**config.mk**
```make
export PLATFORM = sky130hd
export DESIGN_NAME = ycbcr_accum_stage
export DESIGN_NICKNAME = d
export VERILOG_FILES = /design/src/rtl/ycbcr_accum_stage.sv
export SDC_FILE = /design/constraint.sdc
export NUM_CORES = 1
export LEC_CHECK = 0
export ABC_AREA = 1
export BUFFER_PORTS_ARGS = -buffer_cell sky130_fd_sc_hd__buf_2
export CORE_AREA = 2 2 126 128
export DETAILED_ROUTE_END_ITERATION = 16
export DIE_AREA = 0 0 128 130
export GPL_TIMING_DRIVEN = 0
export PLACE_DENSITY = 0.85
export SLEW_MARGIN = 20
export SYNTH_ARGS = -nofsm -noshare
export SYNTH_HDL_FRONTEND = slang
export SYNTH_SLANG_ARGS = --single-unit
export TNS_END_PERCENT = 30
```
**constraint.sdc**
```tcl
create_clock -name clk -period 4.82 [get_ports clk]
set_input_delay 0.723 -clock clk [delete_from_list [all_inputs] [get_ports clk]]
set_output_delay 0.723 -clock clk [all_outputs]
set_load 0.02 [all_outputs]
```
**src/rtl/ycbcr_accum_stage.sv**
```systemverilog
`default_nettype none
// ============================================================================
// Module   : ycbcr_accum_stage
// Purpose  : Per-channel frame accumulator with offset, round, clamp and
//            valid/ready output for the colour-conversion pipeline.
// Revision : 1.0  initial release
// ============================================================================
module ycbcr_accum_stage #(
  parameter int                   NCH       = 3,
  parameter int                   IN_W      = 17,
  parameter int                   ACC_W     = 20,
  parameter int                   FRAC_BITS = 8,
  parameter int                   OUT_W     = 8,
  parameter logic [NCH*ACC_W-1:0] OFFSETS   = {20'd32768, 20'd32768, 20'd0},
  parameter bit                   ROUND     = 1'b1
) (
  input  logic                   clk,
  input  logic                   rst,
  input  logic                   in_valid,
  output logic                   in_ready,
  input  logic [1:0]             status_i,
  input  logic [NCH*IN_W-1:0]    data_i,
  output logic                   out_valid,
  input  logic                   out_ready,
  output logic [NCH*OUT_W-1:0]   data_o,
  output logic [NCH-1:0]         sat_o,
  output logic                   err_o
);

  typedef enum logic [0:0] {
    ST_IDLE  = 1'b0,
    ST_ACCUM = 1'b1
  } state_t;

  localparam logic signed [ACC_W:0] RND_C =
    ROUND ? (ACC_W+1)'(2 ** (FRAC_BITS - 1)) : (ACC_W+1)'(0);

  state_t                 state_q, state_d;
  logic [ACC_W-1:0]       acc_q [NCH];
  logic [ACC_W-1:0]       acc_d [NCH];
  logic                   out_valid_q, out_valid_d;
  logic [NCH*OUT_W-1:0]   data_q, data_d;
  logic [NCH-1:0]         sat_q, sat_d;
  logic                   err_q, err_d;

  logic                   accept;
  logic                   restart;
  logic                   emit;
  logic                   proto_err;
  logic [ACC_W-1:0]       acc_sum [NCH];
  logic [OUT_W-1:0]       ch_out  [NCH];
  logic                   ch_sat  [NCH];

  assign in_ready = !out_valid_q || out_ready;
  assign accept   = in_valid && in_ready;

  // Status 0 and 3 always open a fresh frame; from IDLE every beat does.
  assign restart   = (state_q == ST_IDLE) || (status_i[0] == status_i[1]);
  assign emit      = status_i[1];
  assign proto_err = (state_q == ST_IDLE) ? (status_i[0] != status_i[1])
                                          : (status_i[0] == status_i[1]);

  genvar c;
  generate
    for (c = 0; c < NCH; c++) begin : g_ch
      logic [ACC_W-1:0]        base;
      logic [ACC_W-1:0]        sext;
      logic signed [ACC_W:0]   t;
      logic signed [ACC_W:0]   s;
      logic                    over;

      assign base = restart ? OFFSETS[c*ACC_W +: ACC_W] : acc_q[c];
      assign sext = {{(ACC_W-IN_W){data_i[c*IN_W+IN_W-1]}}, data_i[c*IN_W +: IN_W]};
      assign acc_sum[c] = base + sext;

      // One extra bit keeps the rounding add from wrapping.
      assign t    = $signed({acc_sum[c][ACC_W-1], acc_sum[c]}) + RND_C;
      assign s    = t >>> FRAC_BITS;
      assign over = |s[ACC_W-1:OUT_W];

      assign ch_sat[c] = s[ACC_W] | over;
      assign ch_out[c] = s[ACC_W] ? '0 : (over ? '1 : s[OUT_W-1:0]);
    end
  endgenerate

  always_comb begin
    state_d     = state_q;
    out_valid_d = out_valid_q;
    data_d      = data_q;
    sat_d       = sat_q;
    err_d       = 1'b0;
    for (int i = 0; i < NCH; i++) begin
      acc_d[i] = acc_q[i];
    end

    if (out_valid_q && out_ready) begin
      out_valid_d = 1'b0;
    end

    if (accept) begin
      for (int i = 0; i < NCH; i++) begin
        acc_d[i] = acc_sum[i];
      end
      state_d = emit ? ST_IDLE : ST_ACCUM;
      err_d   = proto_err;
      if (emit) begin
        out_valid_d = 1'b1;
        for (int i = 0; i < NCH; i++) begin
          data_d[i*OUT_W +: OUT_W] = ch_out[i];
          sat_d[i]                 = ch_sat[i];
        end
      end
    end
  end

  always_ff @(posedge clk) begin
    if (rst) begin
      state_q     <= ST_IDLE;
      out_valid_q <= 1'b0;
      data_q      <= '0;
      sat_q       <= '0;
      err_q       <= 1'b0;
      for (int i = 0; i < NCH; i++) begin
        acc_q[i] <= '0;
      end
    end else begin
      state_q     <= state_d;
      out_valid_q <= out_valid_d;
      data_q      <= data_d;
      sat_q       <= sat_d;
      err_q       <= err_d;
      for (int i = 0; i < NCH; i++) begin
        acc_q[i] <= acc_d[i];
      end
    end
  end

  assign out_valid = out_valid_q;
  assign data_o    = data_q;
  assign sat_o     = sat_q;
  assign err_o     = err_q;

endmodule
`default_nettype wire

```
==> flow_metrics.tcl, run 1 <==
set metrics [dict create \
    antennaDiodeCount 0 \
    clock_path_buffers 2 \
    synth_top_cell_area_share_pct 22.3 \
    cts_buffers 9 \
    die-area_sq_um 16600 \
    clock.fmax_ghz 0.224 \
    dr.pass1.iters 5 \
    period_needed_ns 4.47 \
    grt_max_degree 18 \
    synth_edf_count 0 \
    cts_root_buf "clkbuf_16" \
    whs_endpoint "data_o[19]" \
    end_kind "flop" \
    outcome "finished clean" \
    grtUsageTotal_pct 27.6 \
    maxCapViolCount 0 \
    hold_viol_final 0 \
    yosysMostFrequentCell "nand2_1" \
    startpoint_type "primary input" \
    arrival_ns 4.72 \
    r2r-start "state_q" \
    setup_violations 0 \
    path_buf_inv 7 \
    drc 0 \
    hp-class "reg2reg" \
    yosysWarnings 0 \
    rows 46 \
    yosys-top-cells-area "nand2_1 22%, dfxtp_1 22%, inv_1 11%, ha_1 9.1%, nand3_1 5.9%" \
    slowest_delay_ns 0.42 \
    num_vias 9040 \
    dp_hpwl_um 18200 \
    clock_sink_count 90 \
    power_w 0.00227 \
    grt_pass1_wl_um 37200 \
    cp_common_cell "nand2_1" \
    crit_path_start "status_i[1]" \
    ios 87 \
    pwr_density_cell_nw_per_um2 242 \
    drt_iter0_drc 700 \
    worstPathMaxFanout 10 \
    setup_tns_ns 0 \
    tightest_slew_ns 0.725 \
    hold_slack_ns 0.449 \
    relSlewSlack_pct 51.7 \
    synth_fp_nets 1531 \
    syn_area_sq_um 8340 \
    portBuffers 86 \
    cp.required_ns 5.07 \
    synthTopCellsByCount "495 x nand2_1, 235 x inv_1, 111 x nor2_1" \
    wl_per_cell_um 13.3 \
    min-delay-start "data_o[19]" \
    power.leakage_nw 5.60 \
    area_delta_synth_final_pct 12.3 \
    nets 1628 \
    hold_path_depth 2 \
    yosys.area.top_type "nand2_1" \
    start_util_pct 54.1 \
    finClkSkew_ns 0.00756 \
    yosysUniqueCellTypes 42 \
    synth_flop_cell "dfxtp_1" \
    crit_family "simple AND/OR/NAND/NOR gates" \
    vdd_ir_drop_max_uv 177 \
    slowest_stage "clkbuf_1" \
    yosysSeqAreaShare_pct 21.6 \
    reg2regPathDepth 24 \
    final_max_slew_viol_count 0 \
    synthArstFlopShare_pct 0 \
    htreeDepth 3 \
    rsz0062_at_grt "no" \
    reg2reg_slack_ns 0.73 \
    synth_area_per_cell_sq_um 5.92 \
    place_congestion 0.957 \
    layout-drive-gt1-share_pct 12.2 \
    first_global_vias 8204 \
    antenna_found_initial 0 \
    die_x_um 128 \
    crit_type "in2reg" \
    tritoncts "done" \
    drtAntennaViolNets 0 \
    fp.dieH_um 130 \
    postCtsSetupRepairBufs 0 \
    clk_pin_slew_ns 0.07 \
    syn_inst 1410 \
    r2r-end "data_o[8]" \
    wirelength_um 22600 \
    avgViaCountPerCell 5.31 \
    clock_latency_ns 0.35 \
    period_share_pct 92.7 \
    overflow 0 \
    synth_seq_cells 90 \
    core_sq_um 15400 \
]
[worst max-delay path by stage]
stage	to	slack [ns]	cells after the start
floorplan	data_o[16]	0.78	27
global placement	data_o[19]	-0.25	28
detailed placement	data_o[18]	-0.26	28
CTS	data_o[18]	0.09	28
global route	data_o[8]	0.02	26
finish	data_o[8]	0.35	26
[per-layer routing]
metal / track usage (%) / vias to the layer above / part of all wire (%)
met5: 0 / - / 0
met4: 9.83 / 0 / 2.9
met3: 3.73 / 53 / 5.9
met2: 48.6 / 279 / 47
met1: 34.9 / 4105 / 44
li1: - / 4603 / -
[kinds of logic after synthesis]
family / synth area share [%]
AOI/OAI and AO/OA: 9.25
DFF: 21.6
and+or+nand+nor: 42.6
adders and majority gates: 9.87
buffers and inverters: 12.3
xor gates and xnor gates: 4.36
[power by group]
group | switching [W] | internal, W
Combinational | 0.000396 | 0.000195
Sequential | 0.0000320 | 0.000802
Clock | 0.000329 | 0.000518
Total | 0.000757 | 0.00151
[flip-flops by register name (all words and copies together), names as in the netlist]
name       cells
data_o        24
state_q        1
err_o          1
acc_q         60
sat_o          3
out_valid      1
[timing repair]
action	in CTS	in global routing
hold buffers	0	0
setup endpoints to repair	0	26
gates resized for setup	0	4
[tightest hold or removal path, cell delays in order, from the launching register on]
cell	delay [ns]
dfxtp_1	0.31
nand2_1	0.06
nand2_1	0.04
[cell usage in the layout (no fill, tap or decap), types with 19 or more instances in the layout]
cell type	instances
o211ai_1	19
nor2_1	111
ha_1	61
buf_2	86
nand2_2	25
xor2_1	26
nand4_1	21
nand2_1	495
clkbuf_1	24
o21ai_0	49
inv_1	235
a21oi_1	44
nand3_1	98
dfxtp_1	90
[through the flow]
stage,worst slack [ns],utilization [%],instances,cell area [sq um]
floorplan,0.780,-,1410,8340
global placement,-0.245,58.4,1688,9010
detailed placement,-0.262,58.4,1688,9010
CTS,0.0867,60.7,1704,9370
global route,0.0245,60.8,1704,9370
finish,0.352,60.8,1704,9370
[final cells by class]
cell class              instances  area, sq um
well taps                     192          240
plain buffers                  28          111
repair buffers                 86          430
multi-input cells            1048         5520
clock buffers                   9          225
fillers                      1463         6050
clock inverters                 7          130
flip-flops and latches         90         1800
inverters                     244          916
Power figures use the tool's default switching activity.
==> run 2: changes to the inputs <==
CORE_AREA = 2 2 176 92   (was 2 2 126 128)
DIE_AREA = 0 0 178 94   (was 0 0 128 130)
clock period = 4.78 ns   (was 4.82 ns; I/O delays follow)
==> run 2 against run 1 <==
- total power is 0.92% lower
- core utilization grew 1.3 points
- critical path depth is 2 higher
- register-to-register slack got worse by 0.07 ns
- worst hold slack hardly changed
- cell count up 0.70%
- wire length is 13% higher
- die area is 0.55% higher
- sequential power is 0.5% higher
- largest power group is now sequential cells
- combinational power up 6.1%
- cell area barely moved
==> flow_metrics.tcl, run 2 (synthesis results as in run 1) <==
set metrics [dict create \
    outcome "finished clean" \
    cts_buffers 9 \
    drc 0 \
    top_register "acc_q" \
    htreeDepth 3 \
    core_sq_um 15100 \
    final_common_cell "nand2_1" \
    drtAntennaViolNets 0 \
    clock_path_buffers 2 \
    final_core_util_pct 62.0 \
    dr_wl_met2_um 9160 \
    rows 32 \
    vdd_ir_drop_max_uv 182 \
    largest_register_ffs 60 \
    wl_per_cell_um 14.9 \
    rsz0062_at_grt "no" \
    clock_latency_ns 0.36 \
    die-area_sq_um 16700 \
    dr.max_layer_used "met4" \
    final_cell_mix "495 x nand2_1, 235 x inv_1, 111 x nor2_1" \
    num_vias 9149 \
    wl_met1_um 12800 \
    relSlewSlack_pct 50.3 \
    final_area_sq_um 9370 \
    ios 87 \
    nFillCells 1455 \
    postCtsSetupRepairBufs 0 \
    avgViaCountPerCell 5.33 \
    tightest_slew_ns 0.746 \
    wirelength_um 25700 \
    worstPathMaxFanout 10 \
    pwr_density_cell_nw_per_um2 240 \
    clk_pin_slew_ns 0.07 \
    crit_type "in2reg" \
    first_global_vias 8042 \
    setup_violations 0 \
    fp.dieH_um 94 \
    ctsHoldBuffers 0 \
    place_area_sq_um 9030 \
    dr.pass1.iters 7 \
    place_congestion 0.987 \
    grt_max_degree 15 \
    die_x_um 178 \
    tritoncts "done" \
    hold_viol_final 0 \
    start_util_pct 55.3 \
    grt_pass1_wl_um 41400 \
    cts_root_buf "clkbuf_16" \
    period_share_pct 92.9 \
    power.leakage_nw 5.58 \
    hp-class "reg2reg" \
    overflow 0 \
    final_max_slew_viol_count 0 \
    drt_iter0_drc 1027 \
    maxCapViolCount 0 \
    dp_hpwl_um 21100 \
    antenna_found_initial 0 \
    startpoint_type "primary input" \
    layout-drive-gt1-share_pct 12.2 \
    period_needed_ns 4.44 \
    clock.fmax_ghz 0.225 \
    seqCellArea_sq_um 1800 \
    end_kind "flop" \
    clock_sink_count 90 \
    portBuffers 86 \
    arrival_ns 4.69 \
    area_delta_synth_final_pct 12.2 \
    cp.required_ns 5.03 \
    finClkSkew_ns 0.00808 \
    dr_wl_met3_um 3490 \
    nets 1628 \
    grtUsageTotal_pct 32.0 \
    antennaDiodeCount 0 \
    multiInputGateArea_sq_um 5520 \
]
-- run 2: changes by cell type in the layout (fill, tap and decap cells not counted) --
cell	before	now
nor2_4	8	9
clkbuf_1	24	25
clkbuf_8	0	1
inv_6	2	0
clkbuf_4	0	2
nor2_2	13	12
inv_8	2	0
clkinvlp_4	0	2
clkbuf_2	2	1
bufinv_16	3	2
-- run 2: where the power goes --
| part | internal, W | switching [W] | leakage [nW] |
|---|---|---|---|
| clock | 0.000473 | 0.000313 | 0.149 |
| combinational | 0.000198 | 0.000429 | 4.69 |
| sequential | 0.000809 | 0.0000292 | 0.744 |
| total | 0.00148 | 0.000771 | 5.58 |
-- run 2: what timing repair did --
item	in CTS	in global routing
resized for setup	1	9
cloned	0	0
pin swaps	0	0
setup endpoints to repair	9	26
-- run 2: stage by stage --
stage	total power [W]	worst slack, ns	setup TNS, ns	instances	hold slack [ns]
global route	0.00236	0.0327	0	1716	0.468
finish	0.00225	0.338	0	1716	0.448
floorplan	0.00128	0.746	0	1410	0.453
detailed placement	0.00146	-0.417	-4.30	1700	0.434
global placement	0.00144	-0.319	-2.79	1700	0.431
CTS	0.00223	0.0917	0	1716	0.450
-- run 2: metal layers --
| metal | up-vias | global-route usage, % |
|---|---|---|
| met5 | - | 0 |
| met4 | 0 | 3.14 |
| met3 | 18 | 10.1 |
| met2 | 443 | 42.5 |
| met1 | 4097 | 50.2 |
| li1 | 4591 | - |
-- run 2: final timing paths --
check | start | endpoint | slack [ns] | cells after the start
setup reg to reg | state_q | data_o[22] | 0.66 | 26
hold reg to reg | data_o[15] | data_o[15] | 0.45 | 2
hold / removal | data_o[15] | data_o[15] | 0.45 | 2
setup / recovery | status_i[1] | data_o[22] | 0.34 | 28
-- run 2: area by class of cell --
| cell class | count | share of cell area [%] |
|---|---|---|
| Inverter | 244 | 9.78 |
| Multi-Input combinational cell | 1048 | 59.0 |
| Tap cell | 204 | 2.73 |
| Clock buffer | 12 | 2.63 |
| Sequential cell | 90 | 19.2 |
| Buffer | 28 | 1.26 |
| Timing Repair Buffer | 86 | 4.60 |
| Clock inverter | 4 | 0.802 |
-- run 2: worst max-delay path: stages --
cell and delay, ns:
buf_2 0.11, xor2_1 0.18, ha_1 0.18, clkbuf_1 0.26, clkbuf_4 0.30, clkbuf_4 0.25
nand2_1 0.07, inv_1 0.05, ha_1 0.19, inv_1 0.07, fa_1 0.40, inv_1 0.11
nand3_1 0.07, nand3_1 0.11, nand2_1 0.11, nand2_1 0.22, nand2_1 0.08, nand2_1 0.12
inv_1 0.05, ha_1 0.19, nand3_1 0.19, nor2_4 0.09, nand2_1 0.08, nand2_1 0.06
nand3_2 0.15, nand4_1 0.13, nand2_1 0.10, nand2_1 0.05
